File: config.mk
export PLATFORM = sky130hd
export DESIGN_NAME = mine_dp_gen_flat
export DESIGN_NICKNAME = d
export VERILOG_FILES = /design/src/rtl/mine_dp_gen_pkg.sv /design/src/rtl/mine_dp_gen_if.sv /design/src/rtl/mine_dp_gen_lfsr.sv /design/src/rtl/mine_dp_gen.sv /design/src/flat_wrapper.sv
export SDC_FILE = /design/constraint.sdc
export NUM_CORES = 1
export LEC_CHECK = 0
export CORE_AREA = 2 2 172 157
export DETAILED_ROUTE_END_ITERATION = 12
export DIE_AREA = 0 0 174 159
export PLACE_DENSITY = 0.68
export SYNTH_ARGS = -nofsm -noshare
export SYNTH_HDL_FRONTEND = slang
export SYNTH_SLANG_ARGS = --single-unit
File: constraint.sdc
create_clock -name clka -period 30.8 [get_ports clka]
set_input_delay 6.16 -clock clka [delete_from_list [all_inputs] [get_ports clka]]
set_output_delay 6.16 -clock clka [all_outputs]
set_load 0.05 [all_outputs]
File: src/rtl/mine_dp_gen_pkg.sv
// Shared types, constants and the neighbour-count helper for the minesweeper datapath.
package mine_pkg;

  typedef enum logic [2:0] {
    IDLE,
    PLACE,
    READY,
    DECODE,
    EVAL,
    OVER
  } state_t;

  localparam logic        OP_REVEAL    = 1'b0;
  localparam logic        OP_FLAG      = 1'b1;
  localparam logic [15:0] LFSR_TAPS    = 16'hB400;
  localparam logic [15:0] LFSR_DEFAULT = 16'hACE1;

  // Widest board the helper accepts; maps are zero-padded up to this size.
  localparam int MAX_CELLS = 256;

  function automatic logic [3:0] adj_count(input logic [MAX_CELLS-1:0] map,
                                           input int idx,
                                           input int rows,
                                           input int cols);
    int r;
    int c;
    int k;
    logic [3:0] n;
    n = 4'd0;
    r = idx / cols;
    c = idx % cols;
    for (int dr = -1; dr <= 1; dr++) begin
      for (int dc = -1; dc <= 1; dc++) begin
        k = (r + dr) * cols + (c + dc);
        if ((dr != 0 || dc != 0) && (r + dr) >= 0 && (r + dr) < rows &&
            (c + dc) >= 0 && (c + dc) < cols && map[k[7:0]])
          n = n + 4'd1;
      end
    end
    return n;
  endfunction

endpackage

File: src/rtl/mine_dp_gen_if.sv
// Command/response bundle between the game-control FSM (master) and the datapath (slave).
interface mine_cmd_if #(
  parameter int IDX_W = 5
);
  // A command transfers on a rising clock edge where cmd_valid && cmd_ready;
  // the master holds cmd_op/cmd_idx stable while cmd_valid is high and unaccepted.
  // The response is a single-cycle resp_valid pulse with no back-pressure.
  logic             cmd_valid;
  logic             cmd_ready;
  logic             cmd_op;
  logic [IDX_W-1:0] cmd_idx;
  logic             resp_valid;
  logic             resp_hit;
  logic             resp_err;
  logic [3:0]       resp_adj;

  modport master (
    output cmd_valid, cmd_op, cmd_idx,
    input  cmd_ready, resp_valid, resp_hit, resp_err, resp_adj
  );

  modport slave (
    input  cmd_valid, cmd_op, cmd_idx,
    output cmd_ready, resp_valid, resp_hit, resp_err, resp_adj
  );
endinterface

File: src/rtl/mine_dp_gen_lfsr.sv
// 16-bit Galois LFSR used for mine placement; a zero seed is replaced by the default.
module mine_lfsr
  import mine_pkg::*;
(
  input  logic        clk,
  input  logic        rst_n,
  input  logic        load,
  input  logic        step,
  input  logic [15:0] seed,
  output logic [15:0] value
);

  logic [15:0] next_val;

  always_comb begin
    next_val = {1'b0, value[15:1]};
    if (value[0]) next_val = next_val ^ LFSR_TAPS;
  end

  always_ff @(posedge clk or negedge rst_n) begin
    if (!rst_n)    value <= LFSR_DEFAULT;
    else if (load) value <= (seed == 16'h0000) ? LFSR_DEFAULT : seed;
    else if (step) value <= next_val;
  end

endmodule

File: src/rtl/mine_dp_gen.sv
// Minesweeper datapath: mine placement, reveal/flag commands, win tracking and score.
// Optional flag support is compiled in with `define MINE_FLAG_EN.
module mine_dp_gen
  import mine_pkg::*;
#(
  parameter int  ROWS       = 5,
  parameter int  COLS       = 5,
  parameter int  MINE_COUNT = 3,
  parameter int  SCORE_W    = 32,
  localparam int CELLS      = ROWS * COLS,
  localparam int IDX_W      = $clog2(CELLS)
) (
  input  logic               clka,
  input  logic               restart_n,
  input  logic               start,
  input  logic               load_map,
  input  logic [CELLS-1:0]   mine_map,
  input  logic [15:0]        seed,
  output logic               place_done,
  mine_cmd_if.slave          cmd,
  output logic [CELLS-1:0]   mines,
  output logic [CELLS-1:0]   cleared,
  output logic [CELLS-1:0]   flags,
  output logic               gameover,
  output logic               win,
  output logic [SCORE_W-1:0] global_score,
  output state_t             state_dbg
);

  if (MINE_COUNT < 1 || MINE_COUNT >= CELLS) begin : g_bad_mine_count
    $error("mine_dp_gen: MINE_COUNT must satisfy 1 <= MINE_COUNT < ROWS*COLS");
  end
  if (CELLS > MAX_CELLS) begin : g_bad_board
    $error("mine_dp_gen: board larger than MAX_CELLS");
  end

  localparam logic [IDX_W:0]   CELLS_W  = (IDX_W + 1)'(CELLS);
  localparam logic [IDX_W-1:0] LAST_CNT = IDX_W'(MINE_COUNT - 1);
  localparam logic [CELLS-1:0] ONE      = {{(CELLS - 1){1'b0}}, 1'b1};

  state_t               state, state_nxt;
  logic [15:0]          lfsr_val;
  logic [IDX_W-1:0]     cand, lat_idx, place_cnt;
  logic [CELLS-1:0]     cand_oh, idx_oh, clr_nxt;
  logic [MAX_CELLS-1:0] mines_pad;
  logic                 start_go, accept, cand_ok, last_mine;
  logic                 idx_bad, is_mine, flagged, flag_op;
  logic                 dec_err, dec_hit, win_now, eval_over;
  logic [3:0]           dec_adj, adj_cnt;
  logic                 unused_lfsr;

  assign state_dbg   = state;
  assign start_go    = start && (state == IDLE || state == READY || state == OVER);
  assign accept      = cmd.cmd_valid && cmd.cmd_ready;
  assign unused_lfsr = ^lfsr_val[15:IDX_W];

  mine_lfsr u_lfsr (
    .clk   (clka),
    .rst_n (restart_n),
    .load  (start_go && !load_map),
    .step  (state == PLACE),
    .seed  (seed),
    .value (lfsr_val)
  );

  // Placement: out-of-board and duplicate candidates are simply skipped.
  assign cand      = lfsr_val[IDX_W-1:0];
  assign cand_oh   = ONE << cand;
  assign cand_ok   = (state == PLACE) && ({1'b0, cand} < CELLS_W) && !(|(mines & cand_oh));
  assign last_mine = (place_cnt == LAST_CNT);

  always_comb begin
    mines_pad            = '0;
    mines_pad[CELLS-1:0] = mines;
  end

  assign idx_oh  = ONE << lat_idx;
  assign idx_bad = ({1'b0, lat_idx} >= CELLS_W);
  assign is_mine = |(mines & idx_oh);
  assign adj_cnt = adj_count(mines_pad, int'(lat_idx), ROWS, COLS);
  assign clr_nxt = cleared | idx_oh;
  assign win_now = (state == EVAL) && !dec_err && !flag_op && !dec_hit && (clr_nxt == ~mines);
  assign eval_over = dec_hit || win_now;

  assign cmd.cmd_ready  = (state == READY) && !start;
  assign cmd.resp_valid = (state == EVAL);
  assign cmd.resp_hit   = (state == EVAL) && dec_hit;
  assign cmd.resp_err   = (state == EVAL) && dec_err;
  assign cmd.resp_adj   = (state == EVAL) ? dec_adj : 4'd0;

`ifdef MINE_FLAG_EN
  logic             lat_op;
  logic [CELLS-1:0] flags_q;

  assign flag_op = (lat_op == OP_FLAG);
  assign flagged = |(flags_q & idx_oh);
  assign flags   = flags_q;

  always_ff @(posedge clka or negedge restart_n) begin
    if (!restart_n) begin
      lat_op  <= OP_REVEAL;
      flags_q <= '0;
    end else begin
      if (accept) lat_op <= cmd.cmd_op;
      if (start_go) flags_q <= '0;
      else if (state == EVAL && flag_op && !dec_err && !(|(cleared & idx_oh)))
        flags_q <= flags_q ^ idx_oh;
    end
  end
`else
  logic unused_op;
  assign unused_op = cmd.cmd_op;
  assign flag_op   = 1'b0;
  assign flagged   = 1'b0;
  assign flags     = '0;
`endif

  always_ff @(posedge clka or negedge restart_n) begin
    if (!restart_n) state <= IDLE;
    else            state <= state_nxt;
  end

  always_comb begin
    state_nxt = state;
    case (state)
      IDLE, OVER: if (start) state_nxt = load_map ? READY : PLACE;
      READY: begin
        if (start)       state_nxt = load_map ? READY : PLACE;
        else if (accept) state_nxt = DECODE;
      end
      PLACE:   if (cand_ok && last_mine) state_nxt = READY;
      DECODE:  state_nxt = EVAL;
      EVAL:    state_nxt = eval_over ? OVER : READY;
      default: state_nxt = IDLE;
    endcase
  end

  always_ff @(posedge clka or negedge restart_n) begin
    if (!restart_n) begin
      mines        <= '0;
      cleared      <= '0;
      gameover     <= 1'b0;
      win          <= 1'b0;
      global_score <= '0;
      place_done   <= 1'b0;
      place_cnt    <= '0;
      lat_idx      <= '0;
      dec_err      <= 1'b0;
      dec_hit      <= 1'b0;
      dec_adj      <= 4'd0;
    end else begin
      place_done <= 1'b0;
      if (start_go) begin
        cleared   <= '0;
        gameover  <= 1'b0;
        win       <= 1'b0;
        place_cnt <= '0;
        if (load_map) begin
          mines      <= mine_map;
          place_done <= 1'b1;
        end else begin
          mines <= '0;
        end
      end else begin
        case (state)
          PLACE: if (cand_ok) begin
            mines     <= mines | cand_oh;
            place_cnt <= place_cnt + IDX_W'(1);
            if (last_mine) place_done <= 1'b1;
          end
          READY: if (accept) lat_idx <= cmd.cmd_idx;
          DECODE: begin
            dec_err <= idx_bad || (!flag_op && flagged);
            dec_hit <= !idx_bad && !flag_op && !flagged && is_mine;
            dec_adj <= (idx_bad || flag_op || flagged) ? 4'd0 : adj_cnt;
          end
          EVAL: if (!dec_err && !flag_op) begin
            if (dec_hit) begin
              gameover <= 1'b1;
            end else begin
              cleared <= clr_nxt;
              if (win_now) begin
                win      <= 1'b1;
                gameover <= 1'b1;
                if (global_score != '1) global_score <= global_score + SCORE_W'(1);
              end
            end
          end
          default: ;
        endcase
      end
    end
  end

endmodule

File: src/flat_wrapper.sv
// flat-port wrapper written by rule: the top's interface ports become plain ports
module mine_dp_gen_flat import mine_pkg::*;
#(
  parameter int  ROWS       = 5,
  parameter int  COLS       = 5,
  parameter int  MINE_COUNT = 3,
  parameter int  SCORE_W    = 32,
  localparam int CELLS      = ROWS * COLS,
  localparam int IDX_W      = $clog2(CELLS)
)
  (clka, restart_n, start, load_map, mine_map, seed, place_done, mines, cleared, flags, gameover, win, global_score, state_dbg, cmd_cmd_valid, cmd_cmd_op, cmd_cmd_idx, cmd_cmd_ready, cmd_resp_valid, cmd_resp_hit, cmd_resp_err, cmd_resp_adj);
  mine_cmd_if #(.IDX_W(5)) cmd_i ();
  input  logic clka;
  input  logic restart_n;
  input  logic start;
  input  logic load_map;
  input  logic [CELLS-1:0] mine_map;
  input  logic [15:0] seed;
  output logic place_done;
  output logic [CELLS-1:0] mines;
  output logic [CELLS-1:0] cleared;
  output logic [CELLS-1:0] flags;
  output logic gameover;
  output logic win;
  output logic [SCORE_W-1:0] global_score;
  output state_t state_dbg;
  input wire logic [$bits(cmd_i.cmd_valid)-1:0] cmd_cmd_valid;
  input wire logic [$bits(cmd_i.cmd_op)-1:0] cmd_cmd_op;
  input wire logic [$bits(cmd_i.cmd_idx)-1:0] cmd_cmd_idx;
  output wire logic [$bits(cmd_i.cmd_ready)-1:0] cmd_cmd_ready;
  output wire logic [$bits(cmd_i.resp_valid)-1:0] cmd_resp_valid;
  output wire logic [$bits(cmd_i.resp_hit)-1:0] cmd_resp_hit;
  output wire logic [$bits(cmd_i.resp_err)-1:0] cmd_resp_err;
  output wire logic [$bits(cmd_i.resp_adj)-1:0] cmd_resp_adj;
  assign cmd_i.cmd_valid = cmd_cmd_valid;
  assign cmd_i.cmd_op = cmd_cmd_op;
  assign cmd_i.cmd_idx = cmd_cmd_idx;
  assign cmd_cmd_ready = cmd_i.cmd_ready;
  assign cmd_resp_valid = cmd_i.resp_valid;
  assign cmd_resp_hit = cmd_i.resp_hit;
  assign cmd_resp_err = cmd_i.resp_err;
  assign cmd_resp_adj = cmd_i.resp_adj;
  mine_dp_gen #(.ROWS(ROWS), .COLS(COLS), .MINE_COUNT(MINE_COUNT), .SCORE_W(SCORE_W)) u_core (.clka(clka), .restart_n(restart_n), .start(start), .load_map(load_map), .mine_map(mine_map), .seed(seed), .place_done(place_done), .cmd(cmd_i), .mines(mines), .cleared(cleared), .flags(flags), .gameover(gameover), .win(win), .global_score(global_score), .state_dbg(state_dbg));
endmodule
# Word level (Yosys, flattened, before mapping)
# Index checks and enable logic that the tools add are counted.
totals:
  input_bits: 52
  register_bits: 120
  word_cells: 215
  out_inout_bits: 121
classes:
  n_addsub: 21
  reduce_logical: 68
  shifts: 2
  n_mux: 62
  order_cmp: 22
  n_div: 2
  mul: 3
  bitwise: 9
  eq_ne: 13
op_table:
  columns: ["cell", "n"]
  rows:
  - ["$mux 25", 8]
  - ["$ge 32x1->1 const B", 6]
  - ["$lt 32x4->1 const B", 6]
  - ["$add 32x1->32 const B", 3]
  - ["$mul 32x4->8 const B", 3]
  - ["$lt 8x9->1 const B", 8]
  - ["$add 32x2->32 const B", 2]
  - ["$add 8x8->8", 8]
  - ["$bmux 1 s8", 8]
  - ["$mux 16", 4]
  - ["$and 25x25->25", 2]
  - ["$or 25x25->25", 2]
  - ["$reduce_or 25->1", 2]
  - ["$shl 1x5->25 const A", 2]
  - ["$logic_and 1x1->1", 40]
  - ["$mux 4", 9]
  - ["$div 6x4->32 const B", 1]
  - ["$mod 6x4->32 const B", 1]
  - ["$ne 32x32->1 const B", 1]
  - ["$eq 25x25->1", 1]
  - ["$not 25->25", 1]
  - ["$add 4x1->4 const B", 6]
  - ["$mux 1", 23]
  - ["$logic_not 16->1", 1]
  - ["27 further kinds", 54]

# Depth between registers and ports, before layout
# Gate-level depths: netlist of the first run.
depth:
  word_depth: 23
  ltp_mapped: 56
  depth_no_buf: 55

# By module
# From an unflattened synthesis of the first run, not the netlist that was laid out.
unflattened:
  cells_unflattened: 1354
  area_unflattened_um2: 11820.1
modules_own_cells:
  columns: ["mod", "cells_per_inst", "area_each_um2", "instances", "seq_area_each_um2"]
  rows:
  - ["mine_dp_gen", 1283, 10983.0, 1, 2602.5]
  - ["mine_lfsr", 71, 837.1, 1, 410.4]

# Worst setup path after synthesis of the first run
# Ideal clock, no wire load.
synth_timing:
  path_type: "input to output"
  startpoint: "input port start"
  endpoint: "output port cmd_cmd_ready"
  n_path_buf: 0
  slack_ns: 17.930
  required_time_ns: 24.640
  arrival_ns: 6.710
  cell_stages: 3
  path_cell_list: "nor2b_1 -> nand2_1 -> inv_1"
synth_between:
  elab_chain_len: 2
synth_lines:
  columns: ["item", "line_no", "rtl"]
  rows:
  - ["start: declaration", "flat_wrapper.sv:15", "input logic start;"]
  - ["$logic_not 1->1", "mine_dp_gen.sv:85", "assign cmd.cmd_ready = (state == READY) && !start;"]
  - ["$logic_and 1x1->1", "mine_dp_gen.sv:85", null]
  - ["end: declaration", "flat_wrapper.sv:30", "output wire logic [$bits(cmd_i.cmd_ready)-1:0] cmd_cmd_ready;"]
# No other way between the ends.

# Worst setup path after layout of the first run
# Ends and elaborated chain as after synthesis.

==> out/qor.yml, run 1 <==
overflow: 0
max_cap_viol_count: 0
drt-pass1-iter-count: 5
path_delay_family: "buffers and inverters"
async_flop_share_pct: 100.0
rsz0062_at_grt: "false"
nFillCells: 2420
dp_hpwl_mm: 24.73
coreArea_um2: 25780
start_util_pct: 44.55
clock_sinks: 120
gp_congestion: 0.9325
synth.distinct_cells: 90
post_cts_buffers: 0
maxSlewViolCount: 0
cts_root_buffer: "clkbuf_16"
cts_made_buffers: 17
cts_tree: "done"
die_area_um2: 27670
clk_latency_ns: 0.42
fmax_ghz: 0.07140
die_y_um: 159
skew_ns: 0.009681
hold_viol_final: 0
synth_area_um2: 11490
avgRoutedWirePerCell_um: 18.55
synthCells: 1334
vias: 10560
cp_max_fo: 6
synth_edf_count: 0
grt_max_degree: 76
end_kind: "output port"
tns_ns: 0
cts_resized: 0
antenna_found_initial: 0
min_period_over_period_pct: 45.47
diodes: 0
finalSetupViolCount: 0
clk_path_buf_depth: 2
crit_chain: "clkdlybuf4s50_1 > nor2b_1 > nand2_1 > inv_1 > clkdlybuf4s50_1"
status: "completed"
num_rows: 56
relSlewSlack_pct: 19.98
clkSlewWorstSetupHoldPaths_ns: 0.06
min_period_ns: 14.00
grt_pass1_wl_mm: 54.25
critPathRequiredTime_ns: 24.64
synth.area.top_cells: "dfrtp_1, ha_1, xnor2_1, mux4_2, a21oi_1"
routed_wl_mm: 33.49
cpPeakStageDelay_ns: 0.80
critPathLaunchType: "input pin"
tightest_slew_ns: 1.191
cp_slowest_cell: "clkdlybuf4s50_1"
critical_path_buf_inv_count: 3
yosys.area.top_type: "dfrtp_1"
synthDominantCellAreaShare_pct: 24.40
final_net_count: 1589
drt_iter0_markers: 1002
viasPerCell: 5.847
synthMostInstantiatedCell: "nor2_1"
ys_dominant_reg_cell: "dfrtp_1"
io_buffers: 146
seq_area_frac_synth_pct: 26.23
drive_gt1_share_pct: 8.779
ios: 173
gr-usage-all-layers_pct: 24.03
hold_buffers: 0
drtAntennaViolNets: 0
die_w_um: 174
drc: 0
grt_pass1_vias: 10080
cp_common_cell: "clkdlybuf4s50_1"
htree_levels: 4
min_path_type: "flip-flop to flip-flop"
arrival_ns: 7.84
synth_area_per_cell_um2: 8.611
area_growth_pct: 19.52
path_class: "input pin to output port"
synth-warning-count: 0
synth_common_cells: "nor2_1, a21oi_1, dfrtp_1"
ys_ff_latch: 120
==> worst min-delay path: stages, from the launching register on <==
cell and delay, ns:
dfstp_2 0.37, nand2_1 0.04, o21ai_0 0.06
==> worst paths after layout <==
check / from / to / cells after the start / slack (ns)
worst max-delay path: start / cmd_cmd_ready / 5 / 16.80
worst min-delay path: u_core.u_lfsr.value[10] / u_core.u_lfsr.value[10] / 2 / 0.47
worst max register to register: u_core.lat_idx[3] / u_core.dec_adj[2] / 51 / 18.60
worst min register to register: u_core.u_lfsr.value[10] / u_core.u_lfsr.value[10] / 2 / 0.47
max in group asynchronous: restart_n / u_core.place_cnt[3] / 2 / 23.67
min in group asynchronous: restart_n / u_core.global_score[27] / 1 / 5.73
==> through the flow <==
step                util, %  setup WS (ns)  instance area [um2]  hold WS, ns  std cells
global route          53.25          16.68                13730       0.5008       1806
detailed placement    50.83          16.80                13110       0.4700       1774
floorplan                 -          17.93                11580       0.4418       1358
global placement      50.83          16.81                13110       0.4655       1774
finish                53.25          16.80                13730       0.4742       1806
CTS                   53.25          16.79                13730       0.4791       1806
==> layer usage <==
layer  vias up  global-route usage (%)  wire length [um]
met2       464                   37.54             14790
li1       5029                       -                 -
met3        49                   4.895              2869
met4         0                   6.417               720
met1      5017                   33.96             15120
met5         -                       0                 0
==> sequential cells by signal, summed over array words and instances, names as in the netlist <==
signal               count
u_core.global_score     32
u_core.cleared          25
u_core.mines            25
u_core.u_lfsr.value     16
u_core.lat_idx           5
u_core.place_cnt         5
u_core.dec_adj           4
u_core.state_dbg         3
u_core.dec_err           1
u_core.dec_hit           1
u_core.gameover          1
u_core.place_done        1
u_core.win               1
==> cells by family (layout without fill, tap and decap cells) <==
kind of cell	after synthesis	count (layout)	synth area share (%)
multiplexers	71	71	9.792
AO/OA/AOI/OAI	344	344	18.90
AND/OR/NAND/NOR	438	438	18.95
other	1	25	0.03264
flip-flops	120	120	26.23
adder cells (fa/ha/maj)	94	94	10.52
buffers and inverters	143	243	5.664
XOR/XNOR	123	123	9.912
==> layout by cell type (no fill, tap or decap), types with 14 or more instances in the layout <==
| master | Yosys | final |
|---|---|---|
| nor4_1 | 15 | 15 |
| conb_1 | 1 | 25 |
| nand2_1 | 98 | 98 |
| nor3_1 | 30 | 30 |
| dfrtp_1 | 112 | 111 |
| mux2i_1 | 28 | 28 |
| clkbuf_16 | 0 | 17 |
| and2_1 | 15 | 14 |
| a21oi_1 | 137 | 137 |
| xnor2_1 | 84 | 84 |
| nor2_1 | 139 | 139 |
| o21ai_0 | 50 | 50 |
| ha_1 | 87 | 87 |
| xor2_1 | 35 | 35 |
| nor2b_1 | 19 | 19 |
| o22ai_1 | 26 | 26 |
| nand3_1 | 36 | 36 |
| mux4_2 | 32 | 32 |
| a21o_1 | 14 | 14 |
| clkdlybuf4s50_1 | 0 | 145 |
| inv_1 | 51 | 51 |
==> final cells by class <==
type                    count  area, um2  area share, %
clock buffers              18      439.2          3.199
clock inverters            14      183.9          1.340
inverters                  56      215.2          1.567
multi-input cells        1095       7915          57.65
flip-flops and latches    120       3014          21.95
well taps                 348      435.4          3.171
repair buffers            155       1526          11.12
Power of run 1 is left out: the tool's default activity adds up to more than one toggle a clock period on the data nets, which glitch-free logic cannot reach.
==> run 2, diff against run 1 <==
--- a/config.mk
+++ b/config.mk
@@ -8,7 +8,7 @@
 export CORE_AREA = 2 2 172 157
 export DETAILED_ROUTE_END_ITERATION = 12
 export DIE_AREA = 0 0 174 159
-export PLACE_DENSITY = 0.68
+export PLACE_DENSITY = 0.7
 export SYNTH_ARGS = -nofsm -noshare
 export SYNTH_HDL_FRONTEND = slang
 export SYNTH_SLANG_ARGS = --single-unit
==> constraint.sdc (replaced) <==
create_clock -name clka -period 12.67 [get_ports clka]
set_input_delay 2.534 -clock clka [delete_from_list [all_inputs] [get_ports clka]]
set_output_delay 2.534 -clock clka [all_outputs]
set_load 0.05 [all_outputs]
==> out/qor.yml, run 2 (same netlist as run 1, synthesis figures left out) <==
rrSetupSlack_ns: 1.0  # -17.60 ns
drt-pass1-iter-count: 7  # +2
diodes: 0  # unchanged
final_net_count: 1591  # +0.13%
io_buffers: 146  # unchanged
holdWs_ns: 0.4783  # +0.004061 ns
relSlewSlack_pct: 23.39  # +3.4 points
drive_gt1_share_pct: 8.836  # +0.056 points
reg.largest.list: "u_core.global_score x32, u_core.cleared x25, u_core.mines x25"
largest_reg_flops: 32  # unchanged
cp_common_cell: "ha_1"
tns_ns: 0  # unchanged
min_to: "u_core.u_lfsr.value[5]"
use_met3_pct: 4.370  # -0.53 points
grt_max_degree: 65  # -14%
overflow: 0  # unchanged
antenna_found_initial: 0  # unchanged
max_cap_viol_count: 0  # unchanged
critPathLaunchType: "flip-flop"
clk_path_buf_depth: 2  # unchanged
status: "completed"
clk_latency_ns: 0.42  # about the same
drt_iter0_markers: 1046  # +4.4%
rr_startpoint: "u_core.lat_idx[3]"
tightest_slew_ns: 1.139  # -0.05241 ns
rsz0062_at_grt: "false"
min_period_ns: 11.67
top_register: "u_core.global_score"
viasPerCell: 5.801  # -0.77%
met1_usage_pct: 33.23  # -0.73 points
path_class: "flip-flop to flip-flop"
grt_pass1_vias: 10100  # +0.17%
routed_wl_mm: 33.23  # -0.79%
min_period_over_period_pct: 92.11
start_util_pct: 44.55  # unchanged
finalSetupViolCount: 0  # unchanged
ios: 173  # unchanged
use_met2_pct: 37.54  # unchanged
cts_tree: "done"
rr_endpoint: "u_core.dec_adj[2]"
post_cts_buffers: 0  # unchanged
final_cell_mix: "clkdlybuf4s50_1, nor2_1, a21oi_1"
drtAntennaViolNets: 0  # unchanged
cp_slowest_cell: "or4b_4"
fmax_ghz: 0.08569
avgRoutedWirePerCell_um: 18.38  # -0.90%
die_area_um2: 27670  # unchanged
dp_hpwl_mm: 24.71  # about the same
cp_max_fo: 15  # +9
hold_depth: 2  # unchanged
worstRegToRegCells: 54  # +5.9%
arrival_ns: 11.97  # +4.13 ns
grt_pass1_wl_mm: 53.61  # -1.2%
clkSlewWorstSetupHoldPaths_ns: 0.06  # about the same
drc: 0  # unchanged
num_rows: 56  # unchanged
hold_buffers: 0  # unchanged
final_common_cell: "clkdlybuf4s50_1"
htree_levels: 4  # unchanged
fin_util_pct: 53.36  # +0.11 points
min_path_type: "flip-flop to flip-flop"
gr-usage-all-layers_pct: 23.82  # -0.20 points
die_w_um: 174  # unchanged
die_y_um: 159  # unchanged
maxSlewViolCount: 0  # unchanged
end_kind: "flip-flop"
cts_made_buffers: 17  # unchanged
coreArea_um2: 25780  # unchanged
area_growth_pct: 19.77
skew_ns: 0.009857  # +0.0001761 ns
clock_sinks: 120  # unchanged
gp_congestion: 0.9476  # +1.6%
cts_root_buffer: "clkbuf_16"
vias: 10490  # -0.66%
critPathRequiredTime_ns: 12.97  # -11.67 ns
hold_viol_final: 0  # unchanged
hold_start: "u_core.u_lfsr.value[5]"
grt_busiest_layer: "met2"
cpPeakStageDelay_ns: 0.55  # -0.25 ns
run 2: timing repair:
action                                  4_1_cts  5_1_grt
endpoints found under the setup margin        0        1
endpoints found under the hold margin         0        0
gates resized for setup                       0        1
run 2: per-stage QoR:
step / instances / setup slack (ns) / cell area [um2]
global route: 1808 / 0.03225 / 13760
floorplan: 1358 / 2.651 / 11580
finish: 1808 / 0.9998 / 13760
global placement: 1776 / 1.051 / 13120
detailed placement: 1776 / 0.8269 / 13120
CTS: 1808 / 0.7845 / 13750
run 2: cell type report:
| type | count | area [um2] |
|---|---|---|
| timing repair buffer | 157 | 1541 |
| fill | 2353 | 12030 |
| tap | 348 | 435.4 |
| multi-input combinational | 1095 | 7921 |
| sequential | 120 | 3014 |
| inverter | 56 | 215.2 |
| clock buffer | 21 | 460.4 |
| clock inverter | 11 | 170.2 |
run 2: metal layers:
layer  wire length, um  up-vias
met3              2847       48
li1                  -     5019
met2             14990      486
met1             14720     4936
met4               664        0
met5                 0        -
run 2: worst max-delay path, delay by kind of cell, from the launching register on:
family,cells,cell delay (ns)
adder cells (fa/ha/maj),12,3.26
AND/OR/NAND/NOR,13,3.02
AO/OA/AOI/OAI,10,1.61
buffers and inverters,10,1.35
XOR/XNOR,7,1.33
flip-flops,1,0.54
multiplexers,2,0.45
run 2: worst max-delay path by stage:
stage / startpoint / to / slack (ns)
after floorplan: u_core.lat_idx[3] / u_core.dec_adj[2] / 2.65
after global placement: u_core.lat_idx[2] / u_core.dec_adj[2] / 1.05
after detailed placement: u_core.lat_idx[3] / u_core.dec_adj[2] / 0.83
after CTS: u_core.lat_idx[3] / u_core.dec_adj[2] / 0.78
after global routing: u_core.lat_idx[3] / u_core.dec_adj[2] / 0.03
final: u_core.lat_idx[3] / u_core.dec_adj[2] / 1.0
Power of run 2 is left out for the same reason.
==> variant, RTL diff (flow settings as in run 2) <==
Put a register stage on the output `cmd.resp_err`, without a reset. The value now appears one clock later.
--- a/src/rtl/mine_dp_gen.sv
+++ b/src/rtl/mine_dp_gen.sv
@@ -85,7 +85,9 @@
   assign cmd.cmd_ready  = (state == READY) && !start;
   assign cmd.resp_valid = (state == EVAL);
   assign cmd.resp_hit   = (state == EVAL) && dec_hit;
-  assign cmd.resp_err   = (state == EVAL) && dec_err;
+  always_ff @(posedge clka) begin
+    cmd.resp_err <= (state == EVAL) && dec_err;
+  end
   assign cmd.resp_adj   = (state == EVAL) ? dec_adj : 4'd0;
 
 `ifdef MINE_FLAG_EN
Function: not settled (the Yosys comparison gave no result); the edit may change what the design does.
==> variant against run 2 <==
Worst hold slack got worse by 0.0014 ns; worst setup slack got worse by 0.077 ns; cell area increased by 2.9%; first-iteration DRC count increased by 3.0%; routed wire length increased by 4.6%; sequential cell count increased by 1; cell count increased by 2.2%; critical path depth decreased by 3; synthesized cell count increased by 2.2%; area after synthesis increased by 3.3%; utilization increased by 1.6 points.
Power is not shown: default switching activity piles up to over one toggle a cycle in this logic, so the estimate is an artifact.
==> variant: results <==
metrics = {
    "synthesis": {
        "seq_area_frac_synth": 0.256,
        "synth_common_cells": "138 x sky130_fd_sc_hd__a21oi_1, 134 x sky130_fd_sc_hd__nor2_1, 112 x sky130_fd_sc_hd__dfrtp_1",
        "synthDistinctLibCells": 105,
        "async_flop_share": 0.992,
        "synth_area_per_cell_um2": 8.71,
    },
    "drt": {
        "first_iter_violations": 1077,
        "drt-wirelength-per-cell_um": 18.8,
        "detail_route.wirelength_um": 34700,
        "met3WireLength_um": 2120,
        "drt_first_pass_iters": 6,
        "route.vias.total": 11060,
        "wirelength_met1_um": 15600,
    },
    "outcome": {
        "outcome": "completed",
    },
    "grt": {
        "grt_util_all_layers": 0.252,
        "globalRouteMet3Util": 0.0365,
        "grt_first_pass_wirelength_um": 56900,
        "gr-usage-met2": 0.400,
        "grt_util_met1": 0.352,
        "grt_max_degree": 77,
    },
    "timing": {
        "clock_skew_ns": 0.0123,
    },
    "finish": {
        "number_of_nets_in_the_final_layout": 1631,
        "final_layout_size_suffix_gt1_frac": 0.101,
    },
    "placement": {
        "placed_area_um2": 13500,
        "post-place-ws_ns": 0.936,
    },
    "setup_path": {
        "worst-path-max-fanout": 11,
        "arrival_worst_endpoint_ns": 12.05,
    },
}
-- variant: cell types whose count changed in the layout (fill, tap and decap cells not counted), sizes merged, moves of 6 or more --
| cell | run 2 | this run |
|---|---|---|
| o21bai | 5 | 11 |
| nor3 | 30 | 38 |
| xor2 | 35 | 51 |
| nand4 | 13 | 21 |
| nand3 | 37 | 44 |
| nand2 | 99 | 93 |
-- variant: path summary, 6_finish.rpt --
check,startpoint,endpoint,slack (ns)
hold / removal,u_core.u_lfsr.value[7],u_core.u_lfsr.value[7],0.48
setup reg to reg,u_core.lat_idx[3],u_core.dec_adj[2],0.92
hold reg to reg,u_core.u_lfsr.value[7],u_core.u_lfsr.value[7],0.48
max in group asynchronous,restart_n,u_core.lat_idx[0],9.15
setup / recovery,u_core.lat_idx[3],u_core.dec_adj[2],0.92
min in group asynchronous,restart_n,u_core.global_score[6],2.10
-- variant: logic make-up (layout without fill, tap and decap cells) --
kind of cell,count (synthesis),count (layout),synth area share
simple gates,449,449,0.191
compound gates,366,366,0.210
xor+xnor,135,135,0.103
buf+inv,130,243,0.0524
flops,121,121,0.256
fa+ha+maj,94,94,0.102
mux,67,67,0.0858
other cells,1,25,0.000316
-- variant: worst reg2reg max path: cells and delay by family (launching register included) --
family,cells,cell delay [ns]
simple gates,10,1.70
compound gates,12,2.42
xor+xnor,7,1.49
fa+ha+maj,10,3.00
flops,1,0.53
mux,3,1.03
buf+inv,9,1.47
-- variant: cell type report --
type | instances | area [um2]
inverters | 55 | 211
fillers | 2385 | 11600
clock inverters | 14 | 164
flip-flops and latches | 121 | 3030
clock buffers | 18 | 439
multi-input cells | 1136 | 8340
well taps | 348 | 435
repair buffers | 156 | 1530
